[src/rtl/mem_arb_pkg.sv]
// Shared state encoding and watchdog sizing for the MIPS memory arbiter.
package mem_arb_pkg;

  typedef enum logic [1:0] {
    ARB_IDLE   = 2'd0,
    ARB_BUSY_D = 2'd1,
    ARB_BUSY_I = 2'd2
  } arb_state_t;

  localparam int ARB_TIMEOUT_DEF = 32'sd255;
  localparam int ARB_CNT_W       = $clog2(ARB_TIMEOUT_DEF + 32'sd1);

  // A disabled watchdog (timeout 0) still needs a one-bit counter.
  function automatic int arb_cnt_width(input int timeout);
    return (timeout <= 32'sd0) ? 32'sd1 : $clog2(timeout + 32'sd1);
  endfunction

endpackage

[src/rtl/mem_arb_watchdog.sv]
// Saturating wait counter for the arbiter: cleared on grant, counts while a
// memory access is outstanding, flags the cycle on which it reaches TIMEOUT.
module arb_watchdog
  import mem_arb_pkg::*;
#(
  parameter int TIMEOUT = 255,
  parameter int CW      = arb_cnt_width(TIMEOUT)
) (
  input  logic clk,
  input  logic reset,
  input  logic i_clear,
  input  logic i_enable,
  output logic o_expired
);

  localparam logic [CW-1:0] LIMIT = CW'(TIMEOUT);

  logic [CW-1:0] r_count;
  logic [CW-1:0] w_count_nxt;

  assign w_count_nxt = (r_count == LIMIT) ? r_count : r_count + CW'(1);

  // Wait counter register; holds at LIMIT instead of wrapping.
  always_ff @(posedge clk) begin
    if (reset) begin
      r_count <= '0;
    end else if (i_clear) begin
      r_count <= '0;
    end else if (i_enable) begin
      r_count <= w_count_nxt;
    end else begin
      r_count <= r_count;
    end
  end

  assign o_expired = (TIMEOUT > 32'sd0) && i_enable && (w_count_nxt == LIMIT);

endmodule

[src/rtl/mem_arbiter.sv]
// Fixed-priority (data over fetch) arbiter sharing one variable-latency memory
// between the MIPS fetch and data ports, with a lost-handshake watchdog.
module mem_arbiter
  import mem_arb_pkg::*;
#(
  parameter int AW      = 32,
  parameter int DW      = 32,
  parameter int TIMEOUT = 255
) (
  input  logic          clk,
  input  logic          reset,
  input  logic          if_req,
  input  logic [AW-1:0] if_addr,
  output logic [DW-1:0] if_rdata,
  output logic          if_done,
  output logic          if_stall,
  input  logic          dm_req,
  input  logic          dm_we,
  input  logic [AW-1:0] dm_addr,
  input  logic [DW-1:0] dm_wdata,
  output logic [DW-1:0] dm_rdata,
  output logic          dm_done,
  output logic          dm_stall,
  output logic          mem_req,
  output logic          mem_we,
  output logic [AW-1:0] mem_addr,
  output logic [DW-1:0] mem_wdata,
  input  logic          mem_ready,
  input  logic [DW-1:0] mem_rdata,
  output logic          bus_err
);

  arb_state_t    r_state,     w_state_nxt;
  logic          r_mem_req,   w_mem_req_nxt;
  logic          r_mem_we,    w_mem_we_nxt;
  logic [AW-1:0] r_mem_addr,  w_mem_addr_nxt;
  logic [DW-1:0] r_mem_wdata, w_mem_wdata_nxt;
  logic [DW-1:0] r_if_rdata,  w_if_rdata_nxt;
  logic [DW-1:0] r_dm_rdata,  w_dm_rdata_nxt;
  logic          r_if_done,   w_if_done_nxt;
  logic          r_dm_done,   w_dm_done_nxt;
  logic          r_discard,   w_discard_nxt;
  logic          r_bus_err,   w_bus_err_nxt;
  logic          w_grant, w_busy, w_expired, w_if_drop;

  // A port whose done is high is still presenting the request just served.
  assign if_stall  = if_req & ~r_if_done;
  assign dm_stall  = dm_req & ~r_dm_done;
  assign w_busy    = (r_state != ARB_IDLE);
  assign w_if_drop = r_discard | ~if_req | (if_addr != r_mem_addr);

  arb_watchdog #(.TIMEOUT(TIMEOUT)) u_watchdog (
    .clk      (clk),
    .reset    (reset),
    .i_clear  (w_grant),
    .i_enable (w_busy),
    .o_expired(w_expired)
  );

  // Next-state and next-output logic; mem_ready beats a same-cycle timeout.
  always_comb begin
    w_state_nxt     = r_state;
    w_mem_req_nxt   = r_mem_req;
    w_mem_we_nxt    = r_mem_we;
    w_mem_addr_nxt  = r_mem_addr;
    w_mem_wdata_nxt = r_mem_wdata;
    w_if_rdata_nxt  = r_if_rdata;
    w_dm_rdata_nxt  = r_dm_rdata;
    w_if_done_nxt   = 1'b0;
    w_dm_done_nxt   = 1'b0;
    w_discard_nxt   = r_discard;
    w_bus_err_nxt   = r_bus_err;
    w_grant         = 1'b0;
    case (r_state)
      ARB_IDLE: begin
        w_discard_nxt = 1'b0;
        if (dm_stall) begin
          w_grant         = 1'b1;
          w_state_nxt     = ARB_BUSY_D;
          w_mem_req_nxt   = 1'b1;
          w_mem_we_nxt    = dm_we;
          w_mem_addr_nxt  = dm_addr;
          w_mem_wdata_nxt = dm_wdata;
        end else if (if_stall) begin
          w_grant         = 1'b1;
          w_state_nxt     = ARB_BUSY_I;
          w_mem_req_nxt   = 1'b1;
          w_mem_we_nxt    = 1'b0;
          w_mem_addr_nxt  = if_addr;
          w_mem_wdata_nxt = '0;
        end else begin
          w_state_nxt = ARB_IDLE;
        end
      end
      ARB_BUSY_D: begin
        if (mem_ready || w_expired) begin
          w_state_nxt   = ARB_IDLE;
          w_mem_req_nxt = 1'b0;
          w_dm_done_nxt = 1'b1;
          w_bus_err_nxt = r_bus_err | ~mem_ready;
          if (!r_mem_we) begin
            w_dm_rdata_nxt = mem_ready ? mem_rdata : '0;
          end else begin
            w_dm_rdata_nxt = r_dm_rdata;
          end
        end else begin
          w_state_nxt = ARB_BUSY_D;
        end
      end
      ARB_BUSY_I: begin
        if (mem_ready || w_expired) begin
          w_state_nxt   = ARB_IDLE;
          w_mem_req_nxt = 1'b0;
          w_discard_nxt = 1'b0;
          w_bus_err_nxt = r_bus_err | ~mem_ready;
          if (!w_if_drop) begin
            w_if_done_nxt  = 1'b1;
            w_if_rdata_nxt = mem_ready ? mem_rdata : '0;
          end else begin
            w_if_rdata_nxt = r_if_rdata;
          end
        end else begin
          w_discard_nxt = w_if_drop;
        end
      end
      default: begin
        w_state_nxt   = ARB_IDLE;
        w_mem_req_nxt = 1'b0;
      end
    endcase
  end

  // State and registered outputs; reset abandons any access in flight.
  always_ff @(posedge clk) begin
    if (reset) begin
      r_state     <= ARB_IDLE;
      r_mem_req   <= 1'b0;
      r_mem_we    <= 1'b0;
      r_mem_addr  <= '0;
      r_mem_wdata <= '0;
      r_if_rdata  <= '0;
      r_dm_rdata  <= '0;
      r_if_done   <= 1'b0;
      r_dm_done   <= 1'b0;
      r_discard   <= 1'b0;
      r_bus_err   <= 1'b0;
    end else begin
      r_state     <= w_state_nxt;
      r_mem_req   <= w_mem_req_nxt;
      r_mem_we    <= w_mem_we_nxt;
      r_mem_addr  <= w_mem_addr_nxt;
      r_mem_wdata <= w_mem_wdata_nxt;
      r_if_rdata  <= w_if_rdata_nxt;
      r_dm_rdata  <= w_dm_rdata_nxt;
      r_if_done   <= w_if_done_nxt;
      r_dm_done   <= w_dm_done_nxt;
      r_discard   <= w_discard_nxt;
      r_bus_err   <= w_bus_err_nxt;
    end
  end

  assign mem_req   = r_mem_req;
  assign mem_we    = r_mem_we;
  assign mem_addr  = r_mem_addr;
  assign mem_wdata = r_mem_wdata;
  assign if_rdata  = r_if_rdata;
  assign if_done   = r_if_done;
  assign dm_rdata  = r_dm_rdata;
  assign dm_done   = r_dm_done;
  assign bus_err   = r_bus_err;

endmodule

[config.mk]
export PLATFORM = sky130hd
export DESIGN_NAME = mem_arbiter
export DESIGN_NICKNAME = d
export VERILOG_FILES = /design/src/rtl/mem_arb_pkg.sv /design/src/rtl/mem_arb_watchdog.sv /design/src/rtl/mem_arbiter.sv
export SDC_FILE = /design/constraint.sdc
export NUM_CORES = 1
export LEC_CHECK = 0
export ABC_AREA = 1
export BUFFER_PORTS_ARGS = -buffer_cell sky130_fd_sc_hd__clkbuf_2
export CAP_MARGIN = 5
export CORE_MARGIN = 10
export CORE_UTILIZATION = 44
export CTS_CLUSTER_SIZE = 12
export DETAILED_ROUTE_END_ITERATION = 16
export PLACE_DENSITY = 0.77
export SYNTH_ARGS = -nofsm -noshare
export SYNTH_HDL_FRONTEND = slang
export SYNTH_SLANG_ARGS = --single-unit
[constraint.sdc]
create_clock -name clk -period 2.1 [get_ports clk]
set_input_delay 0.105 -clock clk [delete_from_list [all_inputs] [get_ports clk]]
set_output_delay 0.105 -clock clk [all_outputs]
set_load 0.01 [all_outputs]
==> flow_summary.yaml, run 1 <==
sta:
  relSlewSlack_pct: 55.03
  finalWorstSetupSlack_ns: -0.02805
  tightest_slew_ns: 0.6745
  fin_crit_sh_pct: 101.3
  period_needed_ns: 2.128
  hold_viol_final: 0
  fmax_ghz: 0.4699
  fin_setup_tns_ns: -0.03692
  setup_violations: 3
  report.final.slew_viol_count: 0
  clock-skew-final_ns: 0.007111
  rsz0062_at_grt: "true"
place:
  placed_area_um2: 8095
  port_buffers: 268
  hpwl_mm: 16.31
  routabilityCongestion: 0.8571
  pre_cts_ws_ns: 0.02466
cts:
  tritoncts: "done"
  clk_latency_ns: 0.43
  clockBufferDepth: 2
  htree_levels: 4
  cts.sinks: 144
  clk_pin_slew_ns: 0.06
  root_buffer: "clkbuf_16"
  cts_made_buffers: 17
logic_synthesis:
  netlist-cell-type-count: 33
  postSynthCellCount: 894
  synthArstFlopShare_pct: 0
  syn_area_per_cell_um2: 7.310
  yosysWarnings: 0
  synth_top_area_cell: "dfxtp_1"
  syn_nets: 1032
  synth_edf_count: 0
  synth_seq_cells: 144
  synth_top_area_share_pct: 44.11
  dominantRegCellSynth: "dfxtp_1"
  syn_area_um2: 6535
  ys_top_cells_by_area: "dfxtp_1 (44%), nand2_1 (16%), a32o_1 (5.1%)"
  ys_seq_area_share_pct: 44.11
setup_path:
  startpoint_type: "register"
  crit_chain: "ha_4 > nand2_2 > nor2_4 > nand2_4 > nand2_2 > nand3_2 > nor2_2 > nand3_2 > nand2_4 > nand2_8 > buf_12 > nand2_1 > a21oi_1"
  cp_slowest_cell: "dfxtp_2"
  cp_top_family: "simple AND/OR/NAND/NOR gates"
  path_buf_inv: 1
  worstSetupPathType: "register to register"
  crit_start: "u_watchdog.r_count[1]"
  cp_num_cells: 13
  required_ns: 2.37
  r2r-end: "if_rdata[6]"
  end_kind: "register"
  crit_arrival_ns: 2.40
  rr_startpoint: "u_watchdog.r_count[1]"
  ff2ff_setup_slack_ns: -0.03
  reg2reg_depth: 13
  slowest_delay_ns: 0.35
  crit_path_max_fanout: 9
final_layout:
  area_growth_pct: 54.39
  utilization_pct: 69.42
  final_common_cell: "clkbuf_2"
  nNetsFinal: 1409
  drive_gt1_share_pct: 31.80
  final_area_um2: 10090
  mostFrequentLayoutCells: "clkbuf_2 (268), nand2_1 (265), dfxtp_1 (136)"
worst_hold_path:
  hp-class: "input pin to register"
  min_to: "dm_rdata[11]"
  holdCritStartpoint: "mem_rdata[11]"
  whs_path_depth: 5
outcome:
  status: "finished, violations left"
  violations: "setup timing"
grt:
  grt_max_degree: 65
  grt_overflow: 0
  grt_pass1_vias: 7740
  track_usage_pct: 24.97
  grt_first_pass_wirelength_mm: 40.72
  grt_antenna_before_repair: 1
routing:
  drtIter0Drc: 788
  final_antenna_net_count: 0
  drc_errors: 0
  vias: 8026
  avgRoutedWirePerCell_um: 18.56
  routed_via_density: 5.464
  first_pass_iters: 6
  drt-total-wl_mm: 27.26
die:
  coreArea_um2: 14530
  top_level_ports: 269
  chipWidth_um: 141.9
  row_count: 44
  initial_core_util_pct: 44.96
  dieHeight_um: 141.9
  dieArea_um2: 20130
run:
  drv_cap: 0
power:
  power.density_nw_per_um2: 753.9
  p_leak_uw: 0.004812
  peakVddDrop_uv: 564.0
-- cell type report --
class	count	area (um^2)
diodes	2	5.005
clock buffers	20	466.7
clock inverters	11	127.6
fillers	1094	4444
inverters	86	322.8
multi-input cells	609	3184
flip-flops and latches	144	2893
well taps	184	230.2
repair buffers	413	2860
-- cells by family after synthesis --
kind of cell	share of synthesized area, %
XOR/XNOR	0.8041
AND/OR/NAND/NOR	27.02
adder cells (fa/ha/maj)	0.7659
AO/OA/AOI/OAI	18.30
flip-flops	44.11
buffers and inverters	8.999
-- state kept, by name, indices dropped and copies added (netlist names) --
name                flops
dm_rdata               32
if_rdata               32
mem_addr               32
mem_wdata              32
u_watchdog.r_count      8
r_state                 2
bus_err                 1
dm_done                 1
if_done                 1
mem_req                 1
mem_we                  1
r_discard               1
-- what timing repair did --
| item | 4_1_cts | 5_1_grt |
|---|---|---|
| hold endpoints to repair | 78 | 0 |
| buffers inserted | 0 | 10 |
| hold buffers | 110 | 0 |
| resized for setup | 0 | 34 |
| endpoints found under the setup margin | 0 | 64 |
-- worst min-delay path, delay by kind of cell --
family / cells / cell delay, ns
buf+inv: 2 / 0.13
compound gates: 1 / 0.05
simple gates: 2 / 0.12
-- layer usage --
metal  vias up  share of wire (%)  GRT usage, %
li1       3695                  -             -
met1      3639                 37         28.11
met2       567                 46         38.78
met3       125                 12         10.58
met4         0                4.9         14.47
met5         -                  0             0
-- cells in the mapped netlist, types with 2 or more instances --
| master | number |
|---|---|
| o21ai_0 | 40 |
| a32o_1 | 33 |
| o21ai_1 | 3 |
| or2_2 | 3 |
| xor2_1 | 2 |
| inv_2 | 4 |
| nor2_1 | 67 |
| buf_8 | 2 |
| a21oi_2 | 16 |
| buf_1 | 2 |
| xnor2_1 | 4 |
| nand4_1 | 5 |
| nand2_2 | 3 |
| ha_1 | 4 |
| inv_1 | 81 |
| nand3_1 | 45 |
| a31oi_1 | 32 |
| buf_2 | 10 |
| nand2_1 | 271 |
| o21bai_1 | 2 |
| dfxtp_1 | 144 |
| clkbuf_1 | 39 |
| nand3_2 | 17 |
| a21oi_1 | 56 |
-- power breakdown --
group / internal (uW) / total [uW] / switching [uW]
Combinational: 629 / 1470 / 842
Sequential: 2910 / 3060 / 153
Clock: 1850 / 3070 / 1230
-- how the worst max path moves through the flow --
stage / end / slack [ns]
6_report: if_rdata[6] / -0.03
5_1_grt: if_rdata[20] / -0.1
4_1_cts: dm_rdata[1] / 0.004
3_5_place_dp: dm_rdata[15] / 0.02
3_3_place_gp: dm_rdata[11] / 0.08
2_1_floorplan: dm_rdata[14] / 0.14
-- stage by stage --
| stage | power [uW] | std cells | hold WS (ns) |
|---|---|---|---|
| after global placement | 4277 | 1312 | 0.3412 |
| final | 7606 | 1469 | 0.01087 |
| after detailed placement | 4295 | 1312 | 0.3477 |
| after global routing | 7884 | 1468 | 0.02768 |
| after floorplan | 3768 | 894 | 0.2593 |
| after CTS | 7496 | 1453 | 0.007202 |
No activity file was read; power rests on OpenSTA's default activity.
==> run 2, diff against run 1 <==
Settings changed: CORE_UTILIZATION 44 to 50, PLACE_DENSITY 0.77 to 0.83.
Clock period 2.1 ns to 2.5 ns, I/O delays scaled along.
==> run 2 against run 1 <==
- the flow now finishes without violations
- via count is 2.4% lower
- total power down 17%
- global-route usage is 2.7 points higher
- sequential cell count is the same
- critical path depth shrank 5
- utilization grew 6.6 points
- count of clock-buffer cells in the layout fell by 2
- wire length is 5.2% lower
- register-to-register slack improved by 0.21 ns
- critical path type unchanged
- largest cell class unchanged
==> flow_summary.yaml, run 2 (synthesized netlist as in run 1, its figures left out) <==
power:
  p_sw_uw: 1903
  pwr-share-clk_pct: 39.8
  power.density_nw_per_um2: 652.6
  peakVddDrop_uv: 522.3
  p_int_uw: 4411
  switching_share_pct: 30.14
  comb_power_share_pct: 19.6
  p_leak_uw: 0.004667
  power_frac_seq_pct: 40.6
cts:
  tritoncts: "done"
  htree_levels: 4
  cts.sinks: 144
  clk_latency_ns: 0.42
  cts_made_buffers: 17
  root_buffer: "clkbuf_16"
  clk_pin_slew_ns: 0.06
  clockBufferDepth: 2
die:
  coreArea_um2: 12720
  top_level_ports: 269
  row_count: 41
  dieHeight_um: 134.3
  initial_core_util_pct: 51.37
  chipWidth_um: 134.3
  dieArea_um2: 18040
sta:
  fmax_ghz: 0.4308
  fin_setup_tns_ns: 0
  report.final.slew_viol_count: 0
  rsz0062_at_grt: "false"
  period_needed_ns: 2.321
  finalWorstSetupSlack_ns: 0.1788
  relSlewSlack_pct: 54.52
  setup_violations: 0
  hold_viol_final: 0
  clock-skew-final_ns: 0.009223
  fin_crit_sh_pct: 92.85
  hold_slack_ns: 0.03021
  tightest_slew_ns: 0.6822
final_layout:
  fill_cells: 862
  drive_gt1_share_pct: 29.06
  nNetsFinal: 1388
  utilization_pct: 76.04
  final_common_cell: "nand2_1"
  final_area_um2: 9674
  area_growth_pct: 48.04
  seq_area_um2: 2883
  mostFrequentLayoutCells: "nand2_1 (271), clkbuf_2 (268), dfxtp_1 (144)"
  multiInputGateArea_um2: 3090
setup_path:
  ff2ff_setup_slack_ns: 0.18
  required_ns: 2.85
  end_kind: "register"
  worstSetupPathType: "register to register"
  rr_startpoint: "r_state[0]"
  reg2reg_depth: 8
  r2r-end: "mem_addr[3]"
  startpoint_type: "register"
  crit_path_max_fanout: 64
  crit_arrival_ns: 2.67
grt:
  grt_overflow: 0
  grt_pass1_vias: 7733
  track_usage_pct: 27.64
  grt_antenna_before_repair: 2
  grt_first_pass_wirelength_mm: 40.58
  grt_max_degree: 65
routing:
  routed_via_density: 5.449
  wl_met1_mm: 9.389
  top_layer: "met4"
  wl_met3_mm: 2.941
  drc_errors: 0
  drtIter0Drc: 732
  avgRoutedWirePerCell_um: 17.99
  vias: 7830
  final_antenna_net_count: 0
  first_pass_iters: 5
  met2_length_mm: 12.11
  drt-total-wl_mm: 25.85
run:
  drv_cap: 0
outcome:
  status: "finished, final reports clean"
place:
  routabilityCongestion: 0.8763
  pre_cts_ws_ns: 0.2250
  placed_area_um2: 7985
  port_buffers: 268
  hpwl_mm: 15.97
worst_hold_path:
  holdCritStartpoint: "mem_rdata[2]"
  whs_path_depth: 3
  min_to: "if_rdata[2]"
  hp-class: "input pin to register"
-- run 2: cell count changes in the layout (fill, tap and decap cells not counted), moves of 4 or more --
cell	change
buf_12	-5
buf_4	-10
dfxtp_1	+8
dfxtp_2	-8
nand2_1	+6
nand3_1	+4
nand3_2	-4
nor2_1	+4
-- run 2: final cells by class --
| cell class | count | share of cell area (%) |
|---|---|---|
| multi-input cells | 609 | 31.95 |
| flip-flops and latches | 144 | 29.80 |
| repair buffers | 392 | 26.64 |
| clock buffers | 18 | 4.540 |
| inverters | 86 | 3.337 |
| well taps | 172 | 2.225 |
| clock inverters | 14 | 1.461 |
| diodes | 2 | 0.05173 |
-- run 2: how the worst max path moves through the flow --
stage / startpoint / endpoint / slack, ns / cells after the start
after floorplan: u_watchdog.r_count[1] / dm_rdata[14] / 0.54 / 13
after global placement: u_watchdog.r_count[0] / dm_rdata[25] / 0.32 / 13
after detailed placement: u_watchdog.r_count[1] / dm_rdata[23] / 0.23 / 13
after CTS: r_state[0] / mem_addr[9] / 0.07 / 8
after global routing: u_watchdog.r_count[1] / if_rdata[12] / 0.01 / 13
final: r_state[0] / mem_addr[3] / 0.18 / 8
-- run 2: layer usage --
metal | vias up | GRT usage [%]
li1 | 3663 | -
met1 | 3558 | 30.20
met2 | 501 | 45.18
met3 | 108 | 10.01
met4 | 0 | 16.26
met5 | - | 0
-- run 2: critical path, stage by stage (launching register included) --
cell	delay [ns]
dfxtp_1	0.33
inv_1	0.08
ha_2	0.33
nand2_1	0.10
inv_2	0.09
buf_6	0.36
o21ai_0	0.18
a31oi_1	0.17
dlygate4sd3_1	0.58
-- run 2: repair_timing --
action,4_1_cts,5_1_grt
endpoints found under the hold margin,77,0
endpoints found under the setup margin,0,63
setup buffers,0,0
hold buffers,109,0
resized for setup,0,4
-- run 2: through the flow --
step	total power, uW	cells
after floorplan	3165	894
after global placement	3558	1294
after detailed placement	3575	1294
after CTS	6242	1435
after global routing	6554	1437
final	6313	1437
-- run 2: power by group through the flow --
stage | registers, uW | clock network (uW) | logic, uW
floorplan | 2640 | 0 | 523
global placement | 2590 | 0 | 964
detailed placement | 2600 | 0 | 976
CTS | 2550 | 2520 | 1170
global route | 2580 | 2630 | 1340
finish | 2560 | 2510 | 1240
